--- config.mk ---
export PLATFORM = sky130hd
export DESIGN_NAME = softmax_argmax
export DESIGN_NICKNAME = d
export VERILOG_FILES = /design/src/rtl/softmax_argmax.sv
export SDC_FILE = /design/constraint.sdc
export NUM_CORES = 1
export LEC_CHECK = 0
export BUFFER_PORTS_ARGS = -buffer_cell sky130_fd_sc_hd__buf_2
export CAP_MARGIN = 10
export CORE_MARGIN = 2
export CORE_UTILIZATION = 59
export CTS_CLUSTER_SIZE = 16
export DETAILED_ROUTE_END_ITERATION = 6
export PLACE_DENSITY = 0.83
export RECOVER_POWER = 25
export SLEW_MARGIN = 20
export SYNTH_ARGS = -nofsm -noshare
export SYNTH_HDL_FRONTEND = slang
export SYNTH_SLANG_ARGS = --single-unit
--- constraint.sdc ---
create_clock -name Clock -period 3 [get_ports Clock]
set_clock_uncertainty 0.1 [all_clocks]
set_input_delay 0.15 -clock Clock [delete_from_list [all_inputs] [get_ports Clock]]
set_output_delay 0.15 -clock Clock [all_outputs]
set_load 0.03 [all_outputs]
--- src/rtl/softmax_argmax.sv ---
// Argmax over a softmax probability frame: buffers up to 2**INPUTMAX fp32
// values, tracks the running maximum and reports it via valid/ready.
module softmax_argmax #(
    parameter int DATALENGTH = 32,
    parameter int INPUTMAX   = 2
) (
    input  logic                  Clock,
    input  logic                  Reset,
    input  logic                  Start,
    input  logic [INPUTMAX:0]     N,
    input  logic                  In_valid,
    output logic                  In_ready,
    input  logic [DATALENGTH-1:0] Datain,
    output logic                  Out_valid,
    input  logic                  Out_ready,
    output logic [INPUTMAX-1:0]   Max_index,
    output logic [DATALENGTH-1:0] Max_value,
    output logic                  Nan_seen,
    output logic                  Busy,
    input  logic [INPUTMAX-1:0]   Rd_addr,
    output logic [DATALENGTH-1:0] Rd_data
);

    localparam int DEPTH = 2 ** INPUTMAX;
    localparam logic [DATALENGTH-1:0] QNAN = 32'h7FC0_0000;
    localparam logic [DATALENGTH-1:0] NEG0 = 32'h8000_0000;

    typedef enum logic [1:0] {
        IDLE    = 2'd0,
        COLLECT = 2'd1,
        REPORT  = 2'd2
    } state_t;

    state_t state;
    state_t state_nx;

    logic [DATALENGTH-1:0] buffer [DEPTH];
    logic [INPUTMAX-1:0]   cnt;
    logic [INPUTMAX-1:0]   nl;
    logic [INPUTMAX-1:0]   n_clamp;
    logic [DATALENGTH-1:0] best_key;
    logic                  best_valid;

    logic                  start_go;
    logic                  accept;
    logic                  last;
    logic                  is_nan;
    logic [DATALENGTH-1:0] canon;
    logic [DATALENGTH-1:0] key;
    logic                  better;

    // Counts above the buffer depth saturate to the last index.
    assign n_clamp = N[INPUTMAX] ? {INPUTMAX{1'b1}}
                                 : N[INPUTMAX-1:0];

    assign start_go = (state == IDLE) && Start;
    assign accept   = (state == COLLECT) && In_valid;
    assign last     = accept && (cnt == nl);

    // Order-preserving key: -0 folds onto +0, negatives invert, positives flip sign.
    always_comb begin
        is_nan = (&Datain[30:23]) && (|Datain[22:0]);
        canon  = (Datain == NEG0) ? '0 : Datain;
        key    = canon[31] ? ~canon : (canon ^ NEG0);
        better = !is_nan && (!best_valid || (key > best_key));
    end

    // State register.
    always_ff @(posedge Clock or negedge Reset) begin
        if (!Reset) begin
            state <= IDLE;
        end else begin
            state <= state_nx;
        end
    end

    // Next-state logic.
    always_comb begin
        state_nx = state;
        unique case (state)
            IDLE: begin
                if (Start) begin
                    state_nx = COLLECT;
                end
            end
            COLLECT: begin
                if (last) begin
                    state_nx = REPORT;
                end
            end
            REPORT: begin
                if (Out_ready) begin
                    state_nx = IDLE;
                end
            end
            default: begin
                state_nx = IDLE;
            end
        endcase
    end

    // State-decoded handshake and status outputs.
    always_comb begin
        In_ready  = (state == COLLECT);
        Out_valid = (state == REPORT);
        Busy      = (state != IDLE);
    end

    // Element buffer; written in arrival order.
    always_ff @(posedge Clock or negedge Reset) begin
        if (!Reset) begin
            for (int i = 0; i < DEPTH; i++) begin
                buffer[i] <= '0;
            end
        end else if (accept) begin
            buffer[cnt] <= Datain;
        end
    end

    // Frame bookkeeping and running-maximum tracker.
    always_ff @(posedge Clock or negedge Reset) begin
        if (!Reset) begin
            cnt        <= '0;
            nl         <= '0;
            best_key   <= '0;
            best_valid <= 1'b0;
            Max_index  <= '0;
            Max_value  <= '0;
            Nan_seen   <= 1'b0;
        end else if (start_go) begin
            cnt        <= '0;
            nl         <= n_clamp;
            best_key   <= '0;
            best_valid <= 1'b0;
            Max_index  <= '0;
            Max_value  <= QNAN;
            Nan_seen   <= 1'b0;
        end else if (accept) begin
            cnt <= cnt + 1'b1;
            if (is_nan) begin
                Nan_seen <= 1'b1;
            end
            if (better) begin
                best_valid <= 1'b1;
                best_key   <= key;
                Max_index  <= cnt;
                Max_value  <= Datain;
            end
        end
    end

    assign Rd_data = buffer[Rd_addr];

endmodule

# --- After elaboration in Yosys (flattened, before gate mapping) ---
# Cells that the tools add are included.
totals:
  reg_bits: 202
  out_inout_bits: 70
classes:
  n_eq_ne: 7
  n_reduce_logical: 19
  n_bitwise: 4
  order_cmp: 4
  muxes: 30
  n_addsub: 1
ops:
  columns: ["operator", "n"]
  rows:
  - ["$mux W32", 11]
  - ["$bwmux W128", 1]
  - ["$bmux W32 S2", 1]
  - ["$demux W32 S2", 1]
  - ["$eq A32 B32 Y1 const B", 1]
  - ["$gt A32 B32 Y1", 1]
  - ["$not A32 Y32", 1]
  - ["$reduce_or A23 Y1", 1]
  - ["$mux W2", 9]
  - ["$reduce_and A8 Y1", 1]
  - ["$reduce_bool A2 Y1", 4]
  - ["$ge A3 B3 Y1 const B", 2]
  - ["$logic_and A1 B1 Y1", 6]
  - ["$mux W1", 6]
  - ["$not A2 Y3", 2]
  - ["$pmux W2 S3", 1]
  - ["$ne A2 B1 Y1 const B", 2]
  - ["$reduce_and A2 Y1", 2]
  - ["$lt A3 B1 Y1 const B", 1]
  - ["$reduce_and A3 Y1", 1]
  - ["$add A2 B1 Y2 const B", 1]
  - ["$eq A2 B1 Y1 const B", 1]
  - ["$eq A2 B2 Y1", 1]
  - ["$eq A2 B2 Y1 const B", 1]
  - ["5 further kinds", 6]

# --- Longest topological paths before layout ---
depth:
  depth_word: 10
  depth_mapped: 18

# --- Least setup slack after synthesis ---
# No wires, ideal clock.
synth_path:
  kind: "input to register"
  from: "in Datain[5]"
  to: "reg best_key[30]"
  n_path_buf: 2
  arrival_time_ns: 3.227
  setup_ns: 0.128
  stages: 17
  slack_ns: -0.454
  required_time_ns: 2.772
  cell_sequence: "nor4_1 -> nand4_1 -> nor2_2 -> nand4_1 -> clkbuf_1 -> nand2_1 -> inv_1 -> ha_1 -> a2111oi_1 -> o21ai_1 -> nor4b_1 -> a211o_1 -> a21oi_2 -> a2111oi_4 -> nor3_2 -> buf_6 -> mux2_1"
synth_via:
  elab_chain_len: 9
synth_lines:
  columns: ["element", "line_no", "source"]
  rows:
  - ["start, declared", "13", "input logic [DATALENGTH-1:0] Datain,"]
  - ["$eq A32 B32 Y1", "63", "canon = (Datain == NEG0) ? '0 : Datain;"]
  - ["$mux W32", "63", null]
  - ["$not A32 Y32 or $not A1 Y1 (tied branches)", null, null]
  - ["$mux W32", "64", "key = canon[31] ? ~canon : (canon ^ NEG0);"]
  - ["$gt A32 B32 Y1", "65", "better = !is_nan && (!best_valid || (key > best_key));"]
  - ["$logic_or A1 B1 Y1", "65", null]
  - ["$logic_and A1 B1 Y1", "65", null]
  - ["$reduce_bool A2 Y1 (no source line)", null, null]
  - ["$reduce_and A2 Y1 (no source line)", null, null]
  - ["end signal, assigned", "145", "best_key <= key;"]
  - ["end, declared", "41", "logic [DATALENGTH-1:0] best_key;"]
# Several ways; a longest one is shown, not always the timed one. The select of a mux whose other input is x is not followed.
# A chain may end at the register's enable or synchronous reset.

# --- Worst setup path in the final report ---
layout_path:
  from: "in Datain[18]"
  to: "reg best_key[29]"
# The elaborated chain is that of the path after synthesis.

==> flow_summary.toml <==
[hold_path]
min_path_cells = 5
hold_path_startpoint = "Datain[4]"
timing.hold.worst_endpoint = "best_key[4]"
path_type_of_the_worst_min_delay_path = "primary input to flip-flop"

[final_layout]
finish.cell_count_without_fillers = 1391
post_route_core_utilization = 0.8205
nets = 1238
fin_area_sq_um = 13130
area_growth_pct = 34.65
n_antenna_cell = 0
layout-drive-gt1-share = 0.3464

[clocking]
clk-insertion-delay-late_ns = 0.52
cts.htree.levels = 1
clkSinkCount = 202
cts-root-buf = "sky130_fd_sc_hd__clkbuf_16"
tritoncts.num_buffers = 22
clock_tree.buffer_depth = 3
cts_tree = "done"
worst_setup_hold_path_clk_slew_ns = 0.07

[logic_synthesis]
synth-compound-area-share = 0.1150
yosysTopAreaCell = "sky130_fd_sc_hd__dfrtp_1"
synth_seq_area_share = 0.5184
post_synth_xor_area_fraction = 0.03054
ys_top_cells_by_count = "202 x sky130_fd_sc_hd__dfrtp_1, 202 x sky130_fd_sc_hd__nand2_1, 132 x sky130_fd_sc_hd__o21ai_0"
ys.flop_type = "sky130_fd_sc_hd__dfrtp_1"
synthMuxAreaShare = 0.1110
syn_inst = 949
synthArstFlopShare = 1.000
top_post_synthesis_cells_by_area = "sky130_fd_sc_hd__dfrtp_1 52%, sky130_fd_sc_hd__nand2_1 7.8%, sky130_fd_sc_hd__mux4_2 7.4%"
yosysUniqueCellTypes = 42
netlist.area_leader.share = 0.5184
synth.ff_latch_count = 202
synthAdderAreaFrac = 0.04491
synth_nets = 1026
synth.cell_area_sq_um = 9751
synth-edff-count = 0
synth-simple-area-share = 0.1143
synth.yosys.warnings = 0
post_synth.cell_area_avg_sq_um = 10.27
main_combinational_cell_family_by_area_after_synthesis = "compound AO/OA/AOI/OAI gates"

[power]
internal-power_mw = 8.811
power_switching_mw = 6.625
totalPowerFinal_mw = 15.44
p_leak_nw = 6.480
clock_power_share = 0.189
p_comb_frac = 0.485
power.density_nw_per_um2 = 1176
share_of_power_burned_in_registers = 0.327
sw_frac_of_total = 0.4292
peakVddDrop_uv = 795.4

[critical_path]
r2r_start = "best_key[13]"
timing.reg2reg.worst_path_depth = 13
worstSetupStartpointType = "primary input"
crit_buf_inv = 8
r2r-end = "best_key[29]"
cp.arrival_ns = 4.50
path_cells = "buf_2 > nor4_1 > nand2_2 > nor2_2 > nand4_1 > buf_6 > buf_8 > nand2_2 > inv_1 > ha_2 > nand2_1 > nor4_2 > buf_4 > a211o_1 > a21oi_4 > a2111oi_4 > nor3_4 > buf_6 > buf_12 > buf_8 > o2bb2ai_1"
critical_path.max_fanout = 8
r2r_slack_ns = -0.48
timing.critical_path.required_ns = 3.25
critPathTopFamily = "simple AND/OR/NAND/NOR gates"
end_kind = "flip-flop"
cp_num_cells = 21
criticalPathCategory = "primary input to flip-flop"
slowest_stage = "sky130_fd_sc_hd__nor4_1"
worst_path_largest_cell_delay_ns = 0.59

[die]
floorplan.initialDensity = 0.6094
die_h_um = 132.6
floorplan.io_pins = 112
die_area_sq_um = 17570
core_area_sq_um = 16000
chipWidth_um = 132.6
fp-row-count = 46

[global_route]
grt_pass1_vias = 9380
grt-ovfl-total = 0
grt_max_degree = 106
grt_use_total = 0.3846
grt_first_pass_wirelength_um = 52290
initial_antenna_violation_count = 1

[placed_design]
dpl.hpwl_um = 16680
instance_count_after_placement_with_tap_cells_included = 1318
post-place-ws_ns = -1.034
postPlaceCellArea_sq_um = 11210
io_buffer_count = 111
gp_congestion = 0.8805

[timing]
finalHoldViolCount = 0
period_share = 1.415
fin_max_slew_vios = 106
max_clock_freq_mhz = 235.5
setup_viol = 66
timing.hold.ws_ns = 0.01799
finalWorstPathRequiredPeriod_ns = 4.246
worst_slew_margin_rel = -0.8068
setup_repair_after_global_routing_missed_its_margin = "yes"
setup-tns-final_ns = -59.84
worstMarginPinSlew_ns = 2.710
layout_setup_ws_ns = -1.246

[run_status]
failing_checks = "design-rule violations, max-capacitance violations, max-slew violations, negative setup slack"
outcome = "complete, but fails checks"

[detailed_routing]
vias_per_cell = 6.716
drt_wl_total_um = 38280
route.detailed.drc = 11
drt.antenna.violating_nets = 0
drc_marker_count_from_the_first_detailed_route_iteration = 1460
detailedRoute.firstPassIterationCount = 7
routed-via-count = 9342
wl_per_cell_um = 27.52

[flow_run]
max_cap_violations = 1
-- flip-flops by register name (all words and copies together), names as in the netlist --
name / count
best_key: 32
Max_index: 2
cnt: 2
Nan_seen: 1
buffer: 128
Max_value: 32
nl: 2
state: 2
best_valid: 1
-- cells in the final DEF (no fill, tap or decap), drive strengths merged, types with 17 or more instances in the layout --
cell and instances:
mux2i 35, nand2 202, o2bb2ai 29, clkbuf 35
buf 228, a21oi 17, dfrtp 202, ha 35
nor2 25, o21ai 135, inv 98, mux4 32
xor2 30
-- logic make-up after synthesis --
logic type | after synthesis
fa+ha+maj | 35
simple gates | 267
xor+xnor | 34
mux | 68
buf+inv | 152
compound gates | 191
flops | 202
-- per-layer routing --
metal / wire length [um] / vias up / track usage
met4: 3633 / 2 / 0.2294
met1: 12700 / 4443 / 0.4739
met3: 4807 / 330 / 0.08276
met2: 17130 / 946 / 0.6284
met5: 13 / - / 0
li1: - / 3621 / -
-- power by group through the flow --
stage / Clock [mW] / Combinational [mW] / Sequential (mW)
after floorplan: 0 / 3.45 / 4.96
after global placement: 0 / 5.06 / 4.68
after detailed placement: 0 / 5.29 / 4.74
after CTS: 2.85 / 6.33 / 4.76
after global routing: 3.00 / 7.81 / 5.12
final: 2.91 / 7.48 / 5.04
-- area by class of cell --
cell class / count / area [sq um]
inverter: 98 / 375.4
sequential: 202 / 5055
clock inverter: 4 / 73.82
tap: 216 / 270.3
fill: 773 / 2872
timing repair buffer: 242 / 1866
multi-input combinational: 595 / 4802
clock buffer: 34 / 686.9
-- tightest hold or removal path: stages --
cell and delay, ns:
sky130_fd_sc_hd__buf_6 0.08, sky130_fd_sc_hd__buf_4 0.12, sky130_fd_sc_hd__xor2_1 0.09, sky130_fd_sc_hd__nand2_2 0.08, sky130_fd_sc_hd__o2bb2ai_1 0.06
-- worst max-delay path by stage --
stage,from,endpoint,slack [ns]
finish,Datain[18],best_key[29],-1.25
global route,Datain[18],best_key[29],-1.25
floorplan,Datain[5],best_key[30],-0.21
detailed placement,Datain[22],best_key[0],-1.03
CTS,Datain[0],best_key[7],-0.26
global placement,Datain[22],Max_value[20],-0.90
-- timing repair --
item,in CTS,in global routing
pin swaps,23,19
endpoints found under the hold margin,108,0
buffers inserted,13,4
resized for setup,106,57
cloned,8,0
hold buffers,10,0
setup endpoints to repair,66,66
Power figures use the tool's default switching activity.
